[src/rtl/btn_event_arbiter.sv]
// Push-button front end: per-button synchroniser, debounce, toggle and hold timing,
// with one shared valid/ready event channel granted round-robin among the buttons.
module btn_event_arbiter #(
    parameter int N_BTN        = 4,
    parameter int DEBOUNCE_CNT = 20,
    parameter int HOLD_CNT     = 1000,
    parameter int ID_W         = 2
) (
    input  logic             CLK_1KHZ,
    input  logic             RST,
    input  logic [N_BTN-1:0] BTN_RAW,
    output logic [N_BTN-1:0] BTN_STABLE,
    output logic [N_BTN-1:0] BTN_TOGGLE,
    output logic             EVT_VALID,
    output logic [ID_W-1:0]  EVT_ID,
    output logic             EVT_LONG,
    input  logic             EVT_READY,
    output logic             OVERRUN
);

    localparam int DB_W   = $clog2(DEBOUNCE_CNT + 1);
    localparam int HOLD_W = $clog2(HOLD_CNT + 1);
    localparam logic [DB_W-1:0]   DB_LAST   = DB_W'(DEBOUNCE_CNT - 1);
    localparam logic [HOLD_W-1:0] HOLD_LAST = HOLD_W'(HOLD_CNT - 1);

    typedef enum logic {IDLE, OFFER} state_t;

    state_t            state;
    logic [N_BTN-1:0]  sync_q1;
    logic [N_BTN-1:0]  sync_q2;
    logic [DB_W-1:0]   db_cnt   [N_BTN];
    logic [HOLD_W-1:0] hold_cnt [N_BTN];
    logic [N_BTN-1:0]  press_pend;
    logic [N_BTN-1:0]  long_pend;
    logic [N_BTN-1:0]  rise;
    logic [N_BTN-1:0]  fall;
    logic [N_BTN-1:0]  long_hit;
    logic [N_BTN-1:0]  press_clr;
    logic [N_BTN-1:0]  long_clr;
    logic [ID_W-1:0]   last_grant;
    logic [ID_W-1:0]   cand;
    logic [ID_W-1:0]   grant_id;
    logic              grant_found;
    logic              grant_long;
    logic              accept;

    // A debounced edge is the cycle the counter expires with the synced level still different.
    always_comb begin
        rise     = '0;
        fall     = '0;
        long_hit = '0;
        for (int i = 0; i < N_BTN; i++) begin
            if (sync_q2[i] != BTN_STABLE[i] && db_cnt[i] == DB_LAST) begin
                rise[i] = sync_q2[i];
                fall[i] = ~sync_q2[i];
            end
            long_hit[i] = BTN_STABLE[i] && !fall[i] && (hold_cnt[i] != HOLD_LAST)
                          && (hold_cnt[i] + HOLD_W'(1) == HOLD_LAST);
        end
    end

    always_comb begin
        accept    = (state == OFFER) && EVT_READY;
        press_clr = '0;
        long_clr  = '0;
        if (accept) begin
            if (EVT_LONG)
                long_clr[EVT_ID] = 1'b1;
            else
                press_clr[EVT_ID] = 1'b1;
        end
    end

    // Round-robin search starting just after the last granted button.
    always_comb begin
        grant_found = 1'b0;
        grant_id    = '0;
        grant_long  = 1'b0;
        cand        = '0;
        for (int k = 1; k <= N_BTN; k++) begin
            cand = ID_W'((int'(last_grant) + k) % N_BTN);
            if (!grant_found && (press_pend[cand] || long_pend[cand])) begin
                grant_found = 1'b1;
                grant_id    = cand;
                grant_long  = !press_pend[cand];
            end
        end
    end

    always_ff @(posedge CLK_1KHZ) begin
        if (RST) begin
            sync_q1    <= '0;
            sync_q2    <= '0;
            BTN_STABLE <= '0;
            BTN_TOGGLE <= '0;
            for (int i = 0; i < N_BTN; i++) begin
                db_cnt[i]   <= '0;
                hold_cnt[i] <= '0;
            end
        end else begin
            sync_q1 <= BTN_RAW;
            sync_q2 <= sync_q1;
            for (int i = 0; i < N_BTN; i++) begin
                if (sync_q2[i] == BTN_STABLE[i]) begin
                    db_cnt[i] <= '0;
                end else if (db_cnt[i] == DB_LAST) begin
                    BTN_STABLE[i] <= sync_q2[i];
                    db_cnt[i]     <= '0;
                end else begin
                    db_cnt[i] <= db_cnt[i] + DB_W'(1);
                end

                if (rise[i]) begin
                    BTN_TOGGLE[i] <= ~BTN_TOGGLE[i];
                    hold_cnt[i]   <= '0;
                end else if (fall[i] || !BTN_STABLE[i]) begin
                    hold_cnt[i] <= '0;
                end else if (hold_cnt[i] != HOLD_LAST) begin
                    hold_cnt[i] <= hold_cnt[i] + HOLD_W'(1);
                end
            end
        end
    end

    // A new set beats a same-cycle acceptance clear; only a set on a still-pending bit is lost.
    always_ff @(posedge CLK_1KHZ) begin
        if (RST) begin
            press_pend <= '0;
            long_pend  <= '0;
            OVERRUN    <= 1'b0;
        end else begin
            press_pend <= (press_pend & ~press_clr) | rise;
            long_pend  <= (long_pend & ~long_clr) | long_hit;
            if (|((rise & press_pend & ~press_clr) | (long_hit & long_pend & ~long_clr)))
                OVERRUN <= 1'b1;
        end
    end

    always_ff @(posedge CLK_1KHZ) begin
        if (RST) begin
            state      <= IDLE;
            EVT_VALID  <= 1'b0;
            EVT_ID     <= '0;
            EVT_LONG   <= 1'b0;
            last_grant <= ID_W'(N_BTN - 1);
        end else if (state == IDLE) begin
            if (grant_found) begin
                EVT_ID    <= grant_id;
                EVT_LONG  <= grant_long;
                EVT_VALID <= 1'b1;
                state     <= OFFER;
            end
        end else if (EVT_READY) begin
            EVT_VALID  <= 1'b0;
            last_grant <= EVT_ID;
            state      <= IDLE;
        end
    end

endmodule
[config.mk]
export PLATFORM = sky130hd
export DESIGN_NAME = btn_event_arbiter
export DESIGN_NICKNAME = d
export VERILOG_FILES = /design/src/rtl/btn_event_arbiter.sv
export SDC_FILE = /design/constraint.sdc
export NUM_CORES = 1
export LEC_CHECK = 0
export CAP_MARGIN = 40
export CORE_ASPECT_RATIO = 1.4
export CORE_MARGIN = 2
export CORE_UTILIZATION = 40
export DETAILED_ROUTE_END_ITERATION = 7
export PLACE_DENSITY = 0.67
export SLEW_MARGIN = 20
export SYNTH_ARGS = -nofsm -noshare
export SYNTH_HDL_FRONTEND = slang
export SYNTH_SLANG_ARGS = --single-unit
[constraint.sdc]
create_clock -name CLK_1KHZ -period 2.45 [get_ports CLK_1KHZ]
set_clock_uncertainty 0.2 [all_clocks]
set_input_delay 0.735 -clock CLK_1KHZ [delete_from_list [all_inputs] [get_ports CLK_1KHZ]]
set_output_delay 0.735 -clock CLK_1KHZ [all_outputs]
set_load 0.02 [all_outputs]
# Word-level counts from Yosys, hierarchy flattened
# Memory sizes are Yosys's and may differ from the RTL's.
# Index checks and enable logic that the tools add are counted.
totals:
  register_bits: 32
  latch_bits: 0
  mem_bits_rw: 60
  mem_bits_ro: 0
  inputBits: 7
  output_inout_bits: 13
  elab_cells: 326
  n_memories: 2
op_classes:
  n_addsub: 12
  mul: 0
  n_div: 0
  n_lt_le_gt_ge: 6
  eq_ne: 21
  shift: 0
  mux: 166
  bitwise: 48
  reduce_logical: 53
mem_list:
  columns: ["memory", "depth", "word_bits", "rd", "rd_ports_with_merged_regs", "wr", "line", "rtl"]
  rows:
  - ["hold_cnt", 4, 10, 4, 0, 4, "32", "logic [HOLD_W-1:0] hold_cnt [N_BTN];"]
  - ["db_cnt", 4, 5, 4, 0, 4, "31", "logic [DB_W-1:0] db_cnt [N_BTN];"]
ops:
  columns: ["cell", "n"]
  rows:
  - ["$mux 1", 125]
  - ["$mux 10", 12]
  - ["$mux 5", 12]
  - ["$add 10x1->10 const B", 4]
  - ["$eq 10x10->1 const B", 4]
  - ["$ne 10x10->1 const B", 4]
  - ["$and 4x4->4", 6]
  - ["$or 1x1->1", 24]
  - ["$logic_and 1x1->1", 21]
  - ["$add 5x1->5 const B", 4]
  - ["$eq 5x5->1 const B", 4]
  - ["$bmux 1 s2", 8]
  - ["$mux 4", 4]
  - ["$logic_not 1->1", 15]
  - ["$lt 2x3->1 const B", 5]
  - ["$reduce_and 2->1", 7]
  - ["$not 1->1", 13]
  - ["$or 4x4->4", 3]
  - ["$logic_or 1x1->1", 8]
  - ["$mux 2", 4]
  - ["$not 4->4", 2]
  - ["$add 2x1->2 const B", 2]
  - ["$add 2x2->2 const B", 2]
  - ["$eq 1x1->1", 4]
  - ["6 further kinds", 9]

# Longest topological paths before layout
depth:
  depth_word: 16
  mapped_depth: 8
  ltp_nobuf: 8

# Worst setup path before layout
# No wires, ideal clock.
synth_timing:
  kind: "register to register"
  startpoint: "reg last_grant[0]"
  endpoint: "reg EVT_ID[1]"
  setup_ns: 0.136
  t_arrival_ns: 1.841
  required_ns: 2.114
  slack_ns: 0.272
  path_stages_with_launch: 8
  n_path_buf: 1
  synth_period_minus_slack_ns: 2.178
  path_cell_list: "dfxtp_1 -> mux4_1 -> or2_0 -> buf_2 -> mux2i_1 -> a21o_2 -> a21oi_1 -> a211oi_2"
synth_via:
  elab_chain_cells: 15
  elab_cells_between_ends: 39
  classes_between: "4 x add/sub; 24 x mux; 11 x reduce/logical"
synth_lines:
  columns: ["item", "line", "rtl"]
  rows:
  - ["from (decl)", "40", "logic [ID_W-1:0] last_grant;"]
  - ["from (signal assigned)", "145", "last_grant <= ID_W'(N_BTN - 1);"]
  - ["$add 2x1->2", "81", "cand = ID_W'((int'(last_grant) + k) % N_BTN);"]
  - ["$bmux 1 s2", "82", "if (!grant_found && (press_pend[cand] || long_pend[cand])) begin"]
  - ["$mux 1 (not written as such)", "82", null]
  - ["$logic_or 1x1->1", "82", null]
  - ["$mux 1", "82", null]
  - ["$logic_not 1->1", "82", null]
  - ["$logic_and 1x1->1", "82", null]
  - ["$mux 1", "82", null]
  - ["$logic_not 1->1", "82", null]
  - ["$logic_and 1x1->1", "82", null]
  - ["$mux 1", "82", null]
  - ["$logic_not 1->1", "82", null]
  - ["$logic_and 1x1->1", "82", null]
  - ["$mux 1", "82", null]
  - ["$reduce_and 2->1 (no line)", null, null]
  - ["to (signal assigned)", "148", "EVT_ID <= grant_id;"]
  - ["to (decl)", "15", "output logic [ID_W-1:0] EVT_ID,"]
# Parallel ways exist; a longest one is shown, timed or not. The select of a mux whose other input is x is not followed.
# A chain may end at the register's enable or synchronous reset.

# Worst setup path after layout
layout_timing:
  startpoint: "reg EVT_ID[0]"
  endpoint: "out EVT_ID[0]"
# No word-level cell between the ends.

==> qor.txt <==
outcome: finished, final reports clean
worst voltage drop across the vdd grid: 0.254 mV
maximum clock rate: 423 MHz
start point of the worst min-delay path: sync_q1[2]
top-area cell type share of the netlist area: 0.366
final HPWL from detailed placement: 6920 µm
layout cells sized above 1: 0.109
Nets: 566
Async SR Flop Fraction: 0
max incr delay on CP: 650 ps
Layout fillers: 1,103
kind of cell adding the most delay to the critical path: buffers and inverters
end point of the worst hold path: sync_q2[2]
vias post-DR: 3,655
critical register-to-register path endpoint: EVT_ID[1]
later-pin clock latency in the skew report: 340 ps
clock transition at the register clock pins on the worst setup and hold paths after CTS: 60 ps
maximum buffer depth of the clock tree: 2
Worst Slack Setup Final: 85.1 ps
largest net degree at the start of global routing: 20
area growth from synthesis to layout: 18.8%
count of routing violations after the opening detailed-route iteration: 131
arrival time of data at the critical path endpoint: 1430 ps
crit path kind: flip-flop to primary output
vias per inst: 5.21
number of buffers added to fix hold violations after cts: 0
first-pass GRT wire length: 16,100 µm
Pleak: 2.06 nW
top cells by area in the synthesized netlist: edfxtp_1 (37%), dfxtp_1 (13%), nor2_1 (6.8%)
number of sinks handled by clock tree synthesis: 92
# Max-Cap Violations: 0
total number of yosys warnings: 0
I/O Buffers: 19
die width: 97.8 µm
most common cell after layout, fill and taps aside: nor2_1
clock buffer count from CTS: 9
core footprint: 0.0122 mm²
setup slack of the worst register-to-register path: 110 ps
Seq pwr share: 0.529
slowest library cell on the worst path: clkdlybuf4s50_1
post-synthesis sequential area ratio: 0.496
CP max FO: 6
library cell with the largest summed area after synthesis: edfxtp_1
number of antenna violations at the first check in global routing: 0
number of enable flip-flop cells after synthesis: 60
switch share: 0.196
effective utilization at floorplan: 0.404
Yosys cell types: 56
Final Hold Violating Endpoints: 0
placement-stage worst setup slack: -250 ps
commonest cells after routing, fill and taps aside: nor2_1 (89), edfxtp_1 (60), xnor2_1 (31), dfxtp_1 (30), nand3_1 (27)
crit path capture type: primary output
fin crit period: 2360 ps
root buf cell: clkbuf_16
buffers and inverters on the worst path: 1
Most used DFF post-synth: edfxtp_1
Layout Utilization: 0.480
Final period util: 0.965
clock tree from TritonCTS: built
Comb power frac: 0.025
final RePlAce weighted congestion: 0.885
number of standard-cell rows in the floorplan: 48
CTS H-Tree Depth: 3
worst max-slew margin expressed relative to the limit: 0.642
ordered list of cells on the worst path: clkdlybuf4s50_1
fin. max-slew vios: 0
total die area: 0.0132 mm²
remaining global-route overflow: 0
via count of the first global-routing pass: 3,614
RR Startpoint: last_grant[0]
required time at the endpoint of the critical path: 1510 ps
type of origin of the critical path: flip-flop
reg2reg path depth: 6
number of synthesized register bits: 92
Antenna diodes: 0
number of instances in the synthesized netlist: 484
clock share of power: 0.446
Avg Cell Area, Syn: 10.2 µm²
Power per Cell Area: 542 mW/mm²
detailed-route DRC error count: 0
pin slew with the least headroom to its limit: 530 ps
Pint: 0.00255 W
Hold Crit Class: flip-flop to flip-flop
top-level port count: 20
GRT Overall Usage: 0.150
Pre-Repair DR Iteration Count: 4
Final setup violation count: 0
Worst Hold Path Cells: 1
WL final: 9520 µm
Netlist Area Pre-Place: 0.00493 mm²
routed len/inst: 13.6 µm
Net Sw Power: 0.000622 W
vertical extent of the die: 135 µm
unrepaired setup endpoints after global routing: no
Final Total Pwr: 0.00317 W
number of antenna-violating nets in the routed design: 0
[registers in the layout (all words and copies together) (netlist names)]
name / count
BTN_TOGGLE: 4
OVERRUN: 1
hold_cnt: 40
db_cnt: 20
state: 1
EVT_LONG: 1
EVT_ID: 2
press_pend: 4
BTN_STABLE: 4
long_pend: 4
EVT_VALID: 1
last_grant: 2
sync_q1: 4
sync_q2: 4
[worst max path at each step]
stage / startpoint / end / slack [ps] / depth (start not counted)
6_report: EVT_ID[0] / EVT_ID[0] / 90 / 1
5_1_grt: EVT_READY / OVERRUN / 2 / 7
4_1_cts: last_grant[1] / EVT_ID[1] / 1 / 6
3_5_place_dp: EVT_READY / OVERRUN / -250 / 6
3_3_place_gp: EVT_READY / OVERRUN / -220 / 6
2_1_floorplan: last_grant[0] / EVT_ID[1] / 270 / 7
[power groups by stage]
stage	clock, W	combinational (W)	sequential [W]
2_1_floorplan	0	0.0000482	0.00171
3_5_place_dp	0	0.0000767	0.00171
3_3_place_gp	0	0.0000752	0.00171
5_1_grt	0.00151	0.0000883	0.00168
4_1_cts	0.00146	0.0000776	0.00168
6_report	0.00141	0.0000784	0.00168
[cell usage after synthesis, types with 3 or more instances]
master    instances
dfxtp_1          32
mux4_1            4
xnor2_1          31
nor2_1           89
nor4_1            5
nand4b_1          3
ha_1             12
or3_1            10
o41ai_1           3
a21oi_1          20
and3_1            3
inv_1            24
clkbuf_1          8
nand3_1          27
o21ai_0           9
nor2b_1          15
xor2_1           22
nand2b_1          4
nand2_1          26
mux4_2            4
nand3b_1          7
nand4_1           9
nor4bb_1          4
edfxtp_1         60
nor3_1           10
[per-layer routing]
layer | part of all wire | wire length [µm] | track usage | vias up
met5 | 0 | 0 | 0 | -
met4 | 0.019 | 185 | 0.0694 | 0
met3 | 0.025 | 236 | 0.0263 | 17
met2 | 0.53 | 5080 | 0.276 | 54
met1 | 0.42 | 4020 | 0.168 | 1745
li1 | - | - | - | 1839
[logic make-up after synthesis]
group | synth area share
AOI/OAI and AO/OA | 0.0805
xor gates and xnor gates | 0.0942
other | 0.000761
and+or+nand+nor | 0.225
adders and majority gates | 0.0305
muxes | 0.0437
buffers and inverters | 0.0300
DFF | 0.496
[final cells by class]
class	instances	area (µm²)	share of cell area
clock inverters	4	48.8	0.00833
inverters	24	90.1	0.0154
well taps	150	188	0.0320
flip-flops and latches	92	2440	0.417
clock buffers	12	258	0.0440
multi-input cells	376	2420	0.414
repair buffers	44	404	0.0690
[timing repair]
item	CTS	global route
gates resized for setup	2	6
setup buffers	0	0
cloned	0	0
endpoints found under the setup margin	2	6
[metrics by stage]
stage,setup TNS [ps],instances,hold slack [ps],area [µm²]
2_1_floorplan,0,503,214,5000
3_3_place_gp,-217,686,221,5530
3_5_place_dp,-250,686,229,5530
4_1_cts,0,702,243,5840
5_1_grt,0,702,262,5860
6_report,0,702,237,5860
(Power assumes the default switching activity.)
==> RTL edit 1 (same flow settings) <==
`N_BTN`: 4 -> 16.
--- a/src/rtl/btn_event_arbiter.sv
+++ b/src/rtl/btn_event_arbiter.sv
@@ -1,7 +1,7 @@
 // Push-button front end: per-button synchroniser, debounce, toggle and hold timing,
 // with one shared valid/ready event channel granted round-robin among the buttons.
 module btn_event_arbiter #(
-    parameter int N_BTN        = 4,
+    parameter int N_BTN        = 16,
     parameter int DEBOUNCE_CNT = 20,
     parameter int HOLD_CNT     = 1000,
     parameter int ID_W         = 2
Ports: changed (resized BTN_RAW, BTN_STABLE and BTN_TOGGLE); port bits go from 20 to 56. The function was not compared with the original's and may differ.
==> RTL edit 1 against the original RTL <==
  * The run now ends with setup timing left
  * Synthesized cell count rose to 3.7 times the old value
  * Power rose to 4.0 times the old value
  * Setup slack worse by 0.17 ns
  * Wire length rose to 4.0 times the old value
  * Sequential cell count up 252
  * Design area rose to 3.8 times the old value
  * Synthesized area rose to 3.7 times the old value
  * Fmax down 6.9%
  * Critical path type is now flip-flop to flip-flop
==> RTL edit 1: results (changes against the original RTL) <==
| Metric | Value |
|---|---|
| Met1 Resource Use GR | 0.185 (was 0.168) |
| Outcome | finished with violations (was finished, final reports clean) |
| Largest net degree at the start of global routing | 40 (was 20) |
| Metal3 WL | 1190 µm (was 236 µm) |
| Arr. time, crit path | 2.74 ns (was 1.43 ns) |
| Met3 Track Usage GR | 0.0232 (was 0.0263) |
| Top Registers | hold_cnt x160, db_cnt x80 (was hold_cnt x40, db_cnt x20) |
| Clock-cell share | 0.0527 (was 0.0523) |
| Mapped Area | 18000 µm² (was 4930 µm²) |
| Failing checks | setup timing |
| Post-synthesis compound-gate area fraction | 0.0640 (was 0.0805) |
| Crit path setup slack, layout | -0.0895 ns (was 0.0851 ns) |
| Port Buf Inserts | 55 (was 19) |
| H-Tree Level Count | 2 (was 3) |
| M1 WL | 15800 µm (was 4020 µm) |
| Post-synthesis xor/xnor area fraction | 0.0948 (was 0.0942) |
| Commonest cells in the netlist | 334 x nor2_1, 240 x edfxtp_1, 124 x nand2_1 (was 89 x nor2_1, 60 x edfxtp_1, 32 x dfxtp_1) |
| GR Util met2 | 0.320 (was 0.276) |
| Setup_tns | -0.0895 ns (was 0 ns) |
| Final setup fails | 1 (was 0) |
| Leakage | 0.00828 µW (was 0.00206 µW) |
| CP top delay family | simple AND/OR/NAND/NOR gates (was buffers and inverters) |
| Max IR drop VDD | 0.621 mV (was 0.254 mV) |
| Clock Latency Late Sink | 0.54 ns (was 0.34 ns) |
| Multi-input combinational area share | 0.392 (was 0.414) |
| Num CTS Buffers | 36 (was 9) |
| Vias | 13800 (was 3655) |
| Layout area overhead | 22.6% (was 18.8%) |
| Reg power frac | 0.511 (was 0.529) |
| Layout cell share with drive strength beyond 1 | 0.148 (was 0.109) |
| Reg area | 9290 µm² (was 2440 µm²) |
| Sequential fraction of the synthesis area | 0.516 (was 0.496) |
| Number of non-clock buffers | 251 (was 44) |
## RTL edit 1: cell types whose count changed after synthesis, moves of 35 or more
cell and change:
nand3_1 +82, nor3_1 +35, a21oi_1 +39, clkbuf_1 +45
nand2_1 +98, inv_1 +44, edfxtp_1 +180, ha_1 +36
nor2b_1 +40, dfxtp_1 +72, nor2_1 +245, xor2_1 +85
xnor2_1 +57
## RTL edit 1: path summary, 6_finish.rpt
check	from	end	slack [ns]	cells past startpoint
setup / recovery	db_cnt[0][31]	OVERRUN	-0.09	8
setup reg to reg	db_cnt[0][31]	OVERRUN	-0.09	8
hold reg to reg	sync_q1[6]	sync_q2[6]	0.24	1
hold / removal	sync_q1[6]	sync_q2[6]	0.24	1
## RTL edit 1: stage by stage
stage	util	instances
2_1_floorplan	-	1887
3_3_place_gp	0.464	2633
3_5_place_dp	0.464	2633
4_1_cts	0.490	2699
5_1_grt	0.493	2706
6_report	0.493	2706
==> RTL edit 2 (config.mk and constraints unchanged) <==
Made on the original files. Add an input register stage for `BTN_RAW`, without a reset; this delays it by one clock. The other inputs are not delayed to match.
--- a/src/rtl/btn_event_arbiter.sv
+++ b/src/rtl/btn_event_arbiter.sv
@@ -24,6 +24,12 @@
     localparam logic [HOLD_W-1:0] HOLD_LAST = HOLD_W'(HOLD_CNT - 1);
 
     typedef enum logic {IDLE, OFFER} state_t;
+
+    logic [N_BTN-1:0] BTN_RAW_q;
+
+    always_ff @(posedge CLK_1KHZ) begin
+        BTN_RAW_q <= BTN_RAW;
+    end
 
     state_t            state;
     logic [N_BTN-1:0]  sync_q1;
@@ -98,7 +104,7 @@
                 hold_cnt[i] <= '0;
             end
         end else begin
-            sync_q1 <= BTN_RAW;
+            sync_q1 <= BTN_RAW_q;
             sync_q2 <= sync_q1;
             for (int i = 0; i < N_BTN; i++) begin
                 if (sync_q2[i] == BTN_STABLE[i]) begin
Check against the original RTL: same outputs for any inputs over 4 cycles, from zero or initial values and one cycle with RST high; that may be too few to reach the edited logic, so the function may still have changed.
==> RTL edit 2 against the original RTL <==
  * Power rose by 2.2%
  * Wire length rose by 8.0%
  * Design area rose by 6.1%
  * Synthesized area rose by 4.4%
  * Sequential cell count rose by 4
  * Largest power group unchanged
  * Highest routed layer unchanged
  * Setup slack improved by 0.019 ns
  * Critical path type is now flip-flop to flip-flop
  * Critical endpoint is now OVERRUN
  * Sequential power rose by 4%
==> RTL edit 2: results (changes against the original RTL) <==
| Metric | Value |
|---|---|
| Area after DPL | 5850 µm² (was 5530 µm²) |
| Drt total wl | 10300 µm (was 9520 µm) |
| DP Worst Slack | -0.180 ns (was -0.250 ns) |
| First-pass GRT wire length | 17100 µm (was 16100 µm) |
| Largest net degree at the start of global routing | 16 (was 20) |
| Top cells by area, synth | edfxtp_1 35%, dfxtp_1 14%, nor2_1 6.3% (was edfxtp_1 37%, dfxtp_1 13%, nor2_1 6.8%) |
| Via/cell ratio | 5.28 (was 5.21) |
| Leakage | 0.00225 µW (was 0.00206 µW) |
| Total GRT Usage | 0.152 (was 0.150) |
| Clock Latency Late Sink | 0.35 ns |
| Max IR drop VDD | 0.311 mV (was 0.254 mV) |
| Netlist cell types | 66 (was 56) |
| Post-DR wirelength/cell | 14.0 µm (was 13.6 µm) |
| Sw Ratio | 0.202 (was 0.196) |
| Outcome | finished, final reports clean (unchanged) |
| RePlAce Congestion | 0.832 (was 0.885) |
| Placed cell count | 719 (was 686) |
| Initial drt markers | 189 (was 131) |
| First drt pass iteration count | 5 (was 4) |
| Slew @ Worst Pin | 0.499 ns (was 0.530 ns) |
| Crit path max fanout | 5 (was 6) |
| Dpl hpwl | 7540 µm (was 6920 µm) |
| Final Net Count | 597 (was 566) |
| H-Tree Level Count | 3 (unchanged) |
| Filler cells | 1153 (was 1103) |
| Sequential fraction of the synthesis area | 0.490 (was 0.496) |
RTL edit 2: cell types whose count changed after synthesis, moves of 5 or more:
| cell | delta |
|---|---|
| inv_1 | -7 |
| xnor2_1 | -5 |
| nand3_1 | -7 |
| nand2b_1 | +6 |
RTL edit 2: logic make-up (layout without fill, tap and decap cells):
group | after synthesis | after routing | synth area share
AND/OR/NAND/NOR | 237 | 237 | 0.240
buffers and inverters | 31 | 92 | 0.0262
flip-flops | 96 | 96 | 0.490
AO/OA/AOI/OAI | 64 | 64 | 0.0829
adder cells (fa/ha/maj) | 12 | 12 | 0.0292
other | 1 | 20 | 0.000729
multiplexers | 12 | 12 | 0.0455
XOR/XNOR | 50 | 50 | 0.0851
RTL edit 2: through the flow:
| stage | util | TNS, ns |
|---|---|---|
| final | 0.490 | 0 |
| after global routing | 0.490 | 0 |
| after CTS | 0.484 | 0 |
| after detailed placement | 0.461 | -0.666 |
| after global placement | 0.461 | -0.308 |
| after floorplan | - | 0 |
RTL edit 2: power by group through the flow:
| stage | registers (µW) | clock network [µW] | logic, µW |
|---|---|---|---|
| 2_1_floorplan | 1780 | 0 | 48.9 |
| 5_1_grt | 1750 | 1490 | 96.7 |
| 6_report | 1750 | 1410 | 85.6 |
| 4_1_cts | 1750 | 1440 | 85.1 |
| 3_3_place_gp | 1780 | 0 | 82.4 |
| 3_5_place_dp | 1780 | 0 | 84.8 |
RTL edit 2: worst max-delay path: stages, from the launching register on:
cell	delay, ns
edfxtp_1	0.40
ha_2	0.24
nand2b_1	0.20
o21ai_2	0.13
a31oi_1	0.11
or4_4	0.51
or3_1	0.37
a31oi_1	0.13
RTL edit 2: metal layers:
layer | wire, µm | share of wire | track usage
met5 | 0 | 0 | 0
met4 | 307 | 0.030 | 0.0649
met3 | 304 | 0.030 | 0.0288
met2 | 5340 | 0.52 | 0.268
met1 | 4330 | 0.42 | 0.179
RTL edit 2: final cells by class:
type / instances / share of cell area
multi-input combinational: 395 / 0.422
sequential: 96 / 0.406
timing repair buffer: 59 / 0.0829
clock buffer: 15 / 0.0467
tap: 153 / 0.0308
inverter: 17 / 0.0103
clock inverter: 1 / 0.00101
RTL edit 2: what timing repair did:
item	CTS	global route
pin swaps	0	2
buffers inserted	0	1
endpoints found under the setup margin	2	23
gates resized for setup	2	15
RTL edit 2: worst paths after layout:
kind / startpoint / end / slack (ns) / depth (start not counted)
max: hold_cnt[0][0] / OVERRUN / 0.10 / 7
min: BTN_RAW_q[3] / sync_q1[3] / 0.23 / 1
max reg2reg: hold_cnt[0][0] / OVERRUN / 0.10 / 7
min reg2reg: BTN_RAW_q[3] / sync_q1[3] / 0.23 / 1
